===== src/rtl/zbb_pkg.sv =====
// Shared constants and the micro-op record for the Zbb decode/issue stage.
package zbb_pkg;

    localparam logic [4:0] OP_NONE  = 5'd0;
    localparam logic [4:0] OP_CLZ   = 5'd1;
    localparam logic [4:0] OP_CTZ   = 5'd2;
    localparam logic [4:0] OP_MINU  = 5'd4;
    localparam logic [4:0] OP_MAXU  = 5'd5;
    localparam logic [4:0] OP_SEXTH = 5'd6;
    localparam logic [4:0] OP_SEXTB = 5'd7;
    localparam logic [4:0] OP_MAX   = 5'd8;
    localparam logic [4:0] OP_MIN   = 5'd9;
    localparam logic [4:0] OP_ZEXTH = 5'd10;
    localparam logic [4:0] OP_ROL   = 5'd11;
    localparam logic [4:0] OP_ROR   = 5'd12;
    localparam logic [4:0] OP_RORI  = 5'd13;
    localparam logic [4:0] OP_ORCB  = 5'd14;
    localparam logic [4:0] OP_REV8  = 5'd15;
    localparam logic [4:0] OP_CPOP  = 5'd16;
    localparam logic [4:0] OP_ANDN  = 5'd17;
    localparam logic [4:0] OP_ORN   = 5'd18;
    localparam logic [4:0] OP_XNOR  = 5'd19;

    localparam logic [6:0] OPC_OP     = 7'b0110011;
    localparam logic [6:0] OPC_OP_IMM = 7'b0010011;

    localparam logic [2:0] F3_SL  = 3'b001;
    localparam logic [2:0] F3_XOR = 3'b100;
    localparam logic [2:0] F3_SR  = 3'b101;
    localparam logic [2:0] F3_OR  = 3'b110;
    localparam logic [2:0] F3_AND = 3'b111;

    localparam logic [6:0] F7_LOGN   = 7'b0100000;
    localparam logic [6:0] F7_MINMAX = 7'b0000101;
    localparam logic [6:0] F7_ROT    = 7'b0110000;
    localparam logic [6:0] F7_ZEXT   = 7'b0000100;

    localparam logic [11:0] IMM_CLZ   = 12'h600;
    localparam logic [11:0] IMM_CTZ   = 12'h601;
    localparam logic [11:0] IMM_CPOP  = 12'h602;
    localparam logic [11:0] IMM_SEXTB = 12'h604;
    localparam logic [11:0] IMM_SEXTH = 12'h605;
    localparam logic [11:0] IMM_ORCB  = 12'h287;
    localparam logic [11:0] IMM_REV8  = 12'h698;

    typedef struct packed {
        logic [4:0]  op;
        logic [4:0]  rd;
        logic [4:0]  rs1;
        logic [4:0]  rs2;
        logic [4:0]  shamt;
        logic [31:0] word;
        logic        illegal;
    } zbb_uop_t;

endpackage


===== src/rtl/zbb_decode_if.sv =====
// Upstream instruction handshake plus downstream decoded-entry handshake.
// valid/ready: a transfer happens on a rising edge where both are 1; a source holding valid keeps its payload stable until then.
interface zbb_decode_if;
    logic        flush_i;
    logic [31:0] instr_i;
    logic        valid_i;
    logic        ready_o;
    logic        valid_o;
    logic        ready_i;
    logic [4:0]  op_o;
    logic [4:0]  rd_o;
    logic [4:0]  rs1_o;
    logic [4:0]  rs2_o;
    logic [4:0]  shamt_o;
    logic [31:0] instr_word_o;
    logic        illegal_o;

    modport slave (
        input  flush_i, instr_i, valid_i, ready_i,
        output ready_o, valid_o, op_o, rd_o, rs1_o, rs2_o, shamt_o, instr_word_o, illegal_o
    );

    modport master (
        output flush_i, instr_i, valid_i, ready_i,
        input  ready_o, valid_o, op_o, rd_o, rs1_o, rs2_o, shamt_o, instr_word_o, illegal_o
    );
endinterface


===== src/rtl/zbb_skid_buf.sv =====
// Two-entry valid/ready buffer: a main output register backed by one skid register.
module zbb_skid_buf
    import zbb_pkg::*;
(
    input  logic     clk_i,
    input  logic     rst_ni,
    input  logic     flush_i,
    input  logic     in_valid_i,
    output logic     in_ready_o,
    input  zbb_uop_t in_uop_i,
    output logic     out_valid_o,
    input  logic     out_ready_i,
    output zbb_uop_t out_uop_o
);

    zbb_uop_t main_q, main_d, skid_q, skid_d;
    logic     main_valid_q, main_valid_d;
    logic     skid_valid_q, skid_valid_d;
    logic     ready_q, ready_d;
    logic     accept, drain;

    assign accept = in_valid_i & ready_q;
    assign drain  = main_valid_q & out_ready_i;

    always_comb begin
        main_d       = main_q;
        main_valid_d = main_valid_q;
        skid_d       = skid_q;
        skid_valid_d = skid_valid_q;
        if (drain) begin
            main_valid_d = skid_valid_q;
            main_d       = skid_valid_q ? skid_q : main_q;
            skid_valid_d = 1'b0;
        end
        // ready_q implies the skid is empty, so an accept never overwrites it
        if (accept) begin
            if (!main_valid_q || drain) begin
                main_d       = in_uop_i;
                main_valid_d = 1'b1;
            end else begin
                skid_d       = in_uop_i;
                skid_valid_d = 1'b1;
            end
        end
        if (flush_i) begin
            main_valid_d = 1'b0;
            skid_valid_d = 1'b0;
        end
        ready_d = ~skid_valid_d;
    end

    always_ff @(posedge clk_i) begin
        if (!rst_ni) begin
            main_q       <= '0;
            skid_q       <= '0;
            main_valid_q <= 1'b0;
            skid_valid_q <= 1'b0;
            ready_q      <= 1'b0;
        end else begin
            main_q       <= main_d;
            skid_q       <= skid_d;
            main_valid_q <= main_valid_d;
            skid_valid_q <= skid_valid_d;
            ready_q      <= ready_d;
        end
    end

    assign in_ready_o  = ready_q;
    assign out_valid_o = main_valid_q;
    assign out_uop_o   = main_q;

endmodule


===== src/rtl/zbb_decode.sv =====
// Zbb decode/issue stage: classifies RV32 words into ALU op codes and registers them through a skid buffer.
module zbb_decode
    import zbb_pkg::*;
(
    input  logic         clk_i,
    input  logic         rst_ni,
    zbb_decode_if.slave  bus
);

    logic [31:0] w;
    logic [6:0]  opcode, funct7;
    logic [2:0]  funct3;
    logic [11:0] imm12;
    logic [4:0]  op;
    zbb_uop_t    dec_uop, out_uop;

    assign w      = bus.instr_i;
    assign opcode = w[6:0];
    assign funct3 = w[14:12];
    assign funct7 = w[31:25];
    assign imm12  = w[31:20];

    always_comb begin
        op = OP_NONE;
        case (opcode)
            OPC_OP: begin
                case (funct7)
                    F7_LOGN: begin
                        case (funct3)
                            F3_AND:  op = OP_ANDN;
                            F3_OR:   op = OP_ORN;
                            F3_XOR:  op = OP_XNOR;
                            default: op = OP_NONE;
                        endcase
                    end
                    F7_MINMAX: begin
                        case (funct3)
                            F3_XOR:  op = OP_MIN;
                            F3_SR:   op = OP_MINU;
                            F3_OR:   op = OP_MAX;
                            F3_AND:  op = OP_MAXU;
                            default: op = OP_NONE;
                        endcase
                    end
                    F7_ROT: begin
                        case (funct3)
                            F3_SL:   op = OP_ROL;
                            F3_SR:   op = OP_ROR;
                            default: op = OP_NONE;
                        endcase
                    end
                    // zext.h reuses the pack encoding with rs2 hard-wired to x0
                    F7_ZEXT: if (funct3 == F3_XOR && w[24:20] == 5'd0) op = OP_ZEXTH;
                    default: op = OP_NONE;
                endcase
            end
            OPC_OP_IMM: begin
                case (funct3)
                    F3_SL: begin
                        case (imm12)
                            IMM_CLZ:   op = OP_CLZ;
                            IMM_CTZ:   op = OP_CTZ;
                            IMM_CPOP:  op = OP_CPOP;
                            IMM_SEXTB: op = OP_SEXTB;
                            IMM_SEXTH: op = OP_SEXTH;
                            default:   op = OP_NONE;
                        endcase
                    end
                    F3_SR: begin
                        if (funct7 == F7_ROT)        op = OP_RORI;
                        else if (imm12 == IMM_ORCB)  op = OP_ORCB;
                        else if (imm12 == IMM_REV8)  op = OP_REV8;
                    end
                    default: op = OP_NONE;
                endcase
            end
            default: op = OP_NONE;
        endcase
    end

    assign dec_uop = '{op: op, rd: w[11:7], rs1: w[19:15], rs2: w[24:20],
                       shamt: w[24:20], word: w, illegal: (op == OP_NONE)};

    zbb_skid_buf u_skid (
        .clk_i       (clk_i),
        .rst_ni      (rst_ni),
        .flush_i     (bus.flush_i),
        .in_valid_i  (bus.valid_i),
        .in_ready_o  (bus.ready_o),
        .in_uop_i    (dec_uop),
        .out_valid_o (bus.valid_o),
        .out_ready_i (bus.ready_i),
        .out_uop_o   (out_uop)
    );

    assign bus.op_o         = out_uop.op;
    assign bus.rd_o         = out_uop.rd;
    assign bus.rs1_o        = out_uop.rs1;
    assign bus.rs2_o        = out_uop.rs2;
    assign bus.shamt_o      = out_uop.shamt;
    assign bus.instr_word_o = out_uop.word;
    assign bus.illegal_o    = out_uop.illegal;

endmodule


===== src/flat_wrapper.sv =====
// flat-port wrapper written by rule: the top's interface ports become plain ports
module zbb_decode_flat import zbb_pkg::*;
  (clk_i, rst_ni, bus_flush_i, bus_instr_i, bus_valid_i, bus_ready_i, bus_ready_o, bus_valid_o, bus_op_o, bus_rd_o, bus_rs1_o, bus_rs2_o, bus_shamt_o, bus_instr_word_o, bus_illegal_o);
  zbb_decode_if bus_i ();
  input  logic clk_i;
  input  logic rst_ni;
  input wire logic [$bits(bus_i.flush_i)-1:0] bus_flush_i;
  input wire logic [$bits(bus_i.instr_i)-1:0] bus_instr_i;
  input wire logic [$bits(bus_i.valid_i)-1:0] bus_valid_i;
  input wire logic [$bits(bus_i.ready_i)-1:0] bus_ready_i;
  output wire logic [$bits(bus_i.ready_o)-1:0] bus_ready_o;
  output wire logic [$bits(bus_i.valid_o)-1:0] bus_valid_o;
  output wire logic [$bits(bus_i.op_o)-1:0] bus_op_o;
  output wire logic [$bits(bus_i.rd_o)-1:0] bus_rd_o;
  output wire logic [$bits(bus_i.rs1_o)-1:0] bus_rs1_o;
  output wire logic [$bits(bus_i.rs2_o)-1:0] bus_rs2_o;
  output wire logic [$bits(bus_i.shamt_o)-1:0] bus_shamt_o;
  output wire logic [$bits(bus_i.instr_word_o)-1:0] bus_instr_word_o;
  output wire logic [$bits(bus_i.illegal_o)-1:0] bus_illegal_o;
  assign bus_i.flush_i = bus_flush_i;
  assign bus_i.instr_i = bus_instr_i;
  assign bus_i.valid_i = bus_valid_i;
  assign bus_i.ready_i = bus_ready_i;
  assign bus_ready_o = bus_i.ready_o;
  assign bus_valid_o = bus_i.valid_o;
  assign bus_op_o = bus_i.op_o;
  assign bus_rd_o = bus_i.rd_o;
  assign bus_rs1_o = bus_i.rs1_o;
  assign bus_rs2_o = bus_i.rs2_o;
  assign bus_shamt_o = bus_i.shamt_o;
  assign bus_instr_word_o = bus_i.instr_word_o;
  assign bus_illegal_o = bus_i.illegal_o;
  zbb_decode u_core (.clk_i(clk_i), .rst_ni(rst_ni), .bus(bus_i));
endmodule

===== config.mk =====
export PLATFORM = sky130hd
export DESIGN_NAME = zbb_decode_flat
export DESIGN_NICKNAME = d
export VERILOG_FILES = /design/src/rtl/zbb_pkg.sv /design/src/rtl/zbb_decode_if.sv /design/src/rtl/zbb_skid_buf.sv /design/src/rtl/zbb_decode.sv /design/src/flat_wrapper.sv
export SDC_FILE = /design/constraint.sdc
export NUM_CORES = 1
export LEC_CHECK = 0
export CAP_MARGIN = 20
export CORE_ASPECT_RATIO = 0.7
export CORE_MARGIN = 3
export CORE_UTILIZATION = 39
export DETAILED_ROUTE_END_ITERATION = 16
export GPL_TIMING_DRIVEN = 0
export HOLD_SLACK_MARGIN = 0.12
export PLACE_DENSITY = 0.69
export SETUP_SLACK_MARGIN = 0.5
export SYNTH_ARGS = -nofsm -noshare
export SYNTH_HDL_FRONTEND = slang
export SYNTH_SLANG_ARGS = --single-unit

===== constraint.sdc =====
create_clock -name clk_i -period 1.6 [get_ports clk_i]
set_input_delay 0.32 -clock clk_i [delete_from_list [all_inputs] [get_ports clk_i]]
set_output_delay 0.32 -clock clk_i [all_outputs]
set_load 0.05 [all_outputs]

==> metrics.md <==
| Metric | Value |
|---|---|
| Synth top area share | about 47% |
| Critical Path Sink Type | flop |
| Arrival time at the worst endpoint | between 1500 and 2000 ps |
| Status | complete, but fails checks |
| CTS Buf Count | 9 |
| Fin. Hold Viols | 0 |
| Global-route wire length before repair | about 26000 um |
| Drt first pass iters | 5 |
| Top-count cell post-synth | nand2_1 |
| Clk buf depth | 2 |
| Area of the mapped netlist | ~4200 um^2 |
| # setup viols final | 2 |
| Layout cell share with drive strength beyond 1 | 67.29% |
| Fin cells | just over 800 |
| Fin. max-slew vios | 0 |
| Place WS | -918.0 ps |
| Pin count of the biggest net entering global routing | 17 |
| Clk slew on worst S/H paths | around 70 ps |
| Clock skew | 5.391 ps |
| EDFF count, synth | 0 |
| Vias in the first global route | between 4k and 5k |
| Peak VDD IR | about 530 uV |
| Post-CTS Hold Fix Bufs | 0 |
| Gpl congestion | 0.8938 |
| GRT Overall Usage | between 20% and 30% |
| Routed WL per cell | between 20 and 25 um |
| Avg Cell Area, Syn | roughly 8 um^2 |
| Hold WC Path Type | in -> reg |
| Final nets | between 700 and 800 |
| First DRT Iteration DRCs | 350 |
| Mapped Cells | between 500 and 600 |
| CTS H-Tree Depth | 3 |
| Total wire length | 18420 um |
| Die W | approximately 130 um |
| Worst setup SP type | input port |
| GRT overflow | 0 |
| Post-synth net total | approximately 560 |
| Final Cycle Share | 104.5% |
| Layout area overhead | 96.10% |
| LEAKAGE | between 3 and 4 nW |
| Worst-margin pin slew | 581.7 ps |
| Top FF cell, synth | dfxtp_1 |
| Filler instances | 609 |
| Vias post-DR | between 4k and 5k |
| CP Data Required Time | 1860 ps |
| CTS tree | built |
| # rows | 31 |
| Fin crit period | roughly 1700 ps |
| Core area | 10470 um^2 |
| Seq/Total Area, Yosys | a little under half |
| Clock Latency Late Sink | ~350 ps |
| Pwr/cell area | around 760 nW/um^2 |
| F_max | between 500 and 600 MHz |
| Met2 wire length | roughly 9000 um |
| FF+latch count, synth | 99 |
| Antenna Nets Post-Route | 0 |
| RR Startpoint | u_core.u_skid.out_valid_o$_SDFF_PP0_ |
| Antenna violations before repair | 0 |
| Drc violations | 0 |
| Post-DP HPWL | 9656 um |
| Clock Root Buffer | clkbuf_16 |
| Io pins | 97 |
| Antenna Cells | 0 |
| Worst reg-to-reg setup slack | ~160 ps |
| Area contributors post-synth | dfxtp_1 (47%), nand2_1 (14%), a21oi_1 (10%) |
| Post-layout total power | between 0.006 and 0.007 W |
| Top sig layer | met4 |
| Clk sinks | between 90 and 100 |
| Post-Route M1 WL | a little under 8000 um |
| Violated checks | negative setup slack |
| Area leader, netlist | dfxtp_1 |
| Cells after DPL | ~750 |
| Metal3 WL | 1294 um |
| Max-capacitance violation count | 0 |
| Port bufs | 93 |
| Hold path endpoint | u_core.u_skid.skid_q[3]$_SDFFE_PN0P_ |
| Kind of critical path | in -> reg |
| Worst Reg2Reg Path Length in Cells | 6 |
| Die ar. | between 10000 and 15000 um^2 |
| Hold slack | ~240 ps |
| Reg-to-Reg End | u_core.u_skid.out_uop_o[56]$_SDFF_PN0_ |
| CP Max Fanout | 7 |
| Unrepaired setup endpoints after global routing | true |
| Starting Density | 40.43% |
| Die height | 93.18 um |
| Final WS setup | -72.37 ps |
| Vias per cell | ~5.8 |
| Core Util, Final | 79.28% |
| Worst slew margin | between 60% and 70% |
| Ys Warns | 0 |
| Worst Hold Launch | bus_instr_i[2] |
| Asr flop ratio synth | 0% |
| Post-synth top cells | nand2_1 (154), dfxtp_1 (99), a21oi_1 (86) |
| Hold Crit Depth | 3 |
| Synth unique cells | 56 |
-- layer usage --
layer,global-route usage (%),vias up
met5,0,-
met4,7.106,0
met3,7.591,34
met2,42.74,209
met1,36.69,2405
li1,-,2171
-- through the flow --
step           area (um^2)  TNS, ps
6_report              8303   -89.86
4_1_cts               7517        0
2_1_floorplan         4496        0
5_1_grt               8303   -72.69
3_3_place_gp          5592   -39820
3_5_place_dp          5592   -43380
-- sequential cells by signal, summed over array words and instances, names as in the netlist --
name / count
u_core.u_skid.out_uop_o: 58
u_core.u_skid.skid_valid_q: 1
u_core.u_skid.out_valid_o: 1
u_core.u_skid.in_ready_o: 1
u_core.u_skid.skid_q: 38
-- critical path, cell delays in order --
cell and delay, ps:
clkdlybuf4s15_2 310, nor4b_4 290, nand4_1 210, a31oi_2 280
and2b_2 290, a211oi_2 220
-- power by group --
part / switching, W / internal, W / total [W] / leakage, nW
logic: 0.000839 / 0.000618 / 0.00146 / 2.35
clock network: 0.00101 / 0.00114 / 0.00216 / 0.142
registers: 0.000107 / 0.00259 / 0.00269 / 0.832
-- worst max-delay path by stage --
stage / from / end / slack, ps
6_report: bus_instr_i[22] / u_core.u_skid.skid_q[55]$_SDFFE_PN0P_ / -70
5_1_grt: bus_instr_i[27] / u_core.u_skid.skid_q[55]$_SDFFE_PN0P_ / -60
4_1_cts: bus_instr_i[27] / u_core.u_skid.skid_q[55]$_SDFFE_PN0P_ / 100
3_5_place_dp: bus_instr_i[31] / u_core.u_skid.skid_q[55]$_SDFFE_PN0P_ / -920
3_3_place_gp: bus_instr_i[31] / u_core.u_skid.out_uop_o[55]$_SDFF_PN0_ / -930
2_1_floorplan: bus_instr_i[2] / u_core.u_skid.skid_q[55]$_SDFFE_PN0P_ / 3
-- area by class of cell --
class | count | area, um^2 | share of cell area (%)
clock inverter | 5 | 35.03 | 0.4219
buffer | 39 | 585.6 | 7.052
sequential | 99 | 2067 | 24.89
timing repair buffer | 157 | 1919 | 23.12
tap | 132 | 165.2 | 1.989
multi-input combinational | 382 | 3262 | 39.29
clock buffer | 11 | 252.7 | 3.044
inverter | 4 | 16.27 | 0.1959
-- cells by family after synthesis --
family | synth area share (%)
compound gates | 21.07
buf+inv | 5.851
flops | 46.81
simple gates | 26.27
-- cells in the final DEF, fill, tap and decap left out, types with 4 or more instances in the layout --
master | netlist | routed
a311oi_2 | 0 | 15
o21ai_2 | 0 | 5
a21oi_4 | 0 | 15
clkbuf_2 | 0 | 4
a211oi_2 | 1 | 6
clkbuf_16 | 0 | 22
dfxtp_4 | 0 | 4
buf_2 | 1 | 10
buf_12 | 0 | 6
and3_1 | 5 | 4
buf_6 | 3 | 19
clkbuf_8 | 5 | 16
buf_8 | 0 | 67
o21ai_1 | 1 | 6
nand2_1 | 154 | 92
nor2_1 | 26 | 24
nand2_4 | 1 | 55
o21ai_0 | 16 | 5
nand2_2 | 0 | 8
buf_4 | 1 | 37
dfxtp_1 | 99 | 39
nand4_1 | 7 | 7
clkbuf_4 | 0 | 5
a21oi_2 | 0 | 68
dfxtp_2 | 0 | 56
clkdlybuf4s50_1 | 0 | 11
-- what timing repair did --
item	CTS	global route
pin swaps	81	58
setup buffers	33	15
resized for setup	815	168
setup endpoints to repair	159	158
cloned	15	1
No activity file was read; power rests on OpenSTA's default activity.
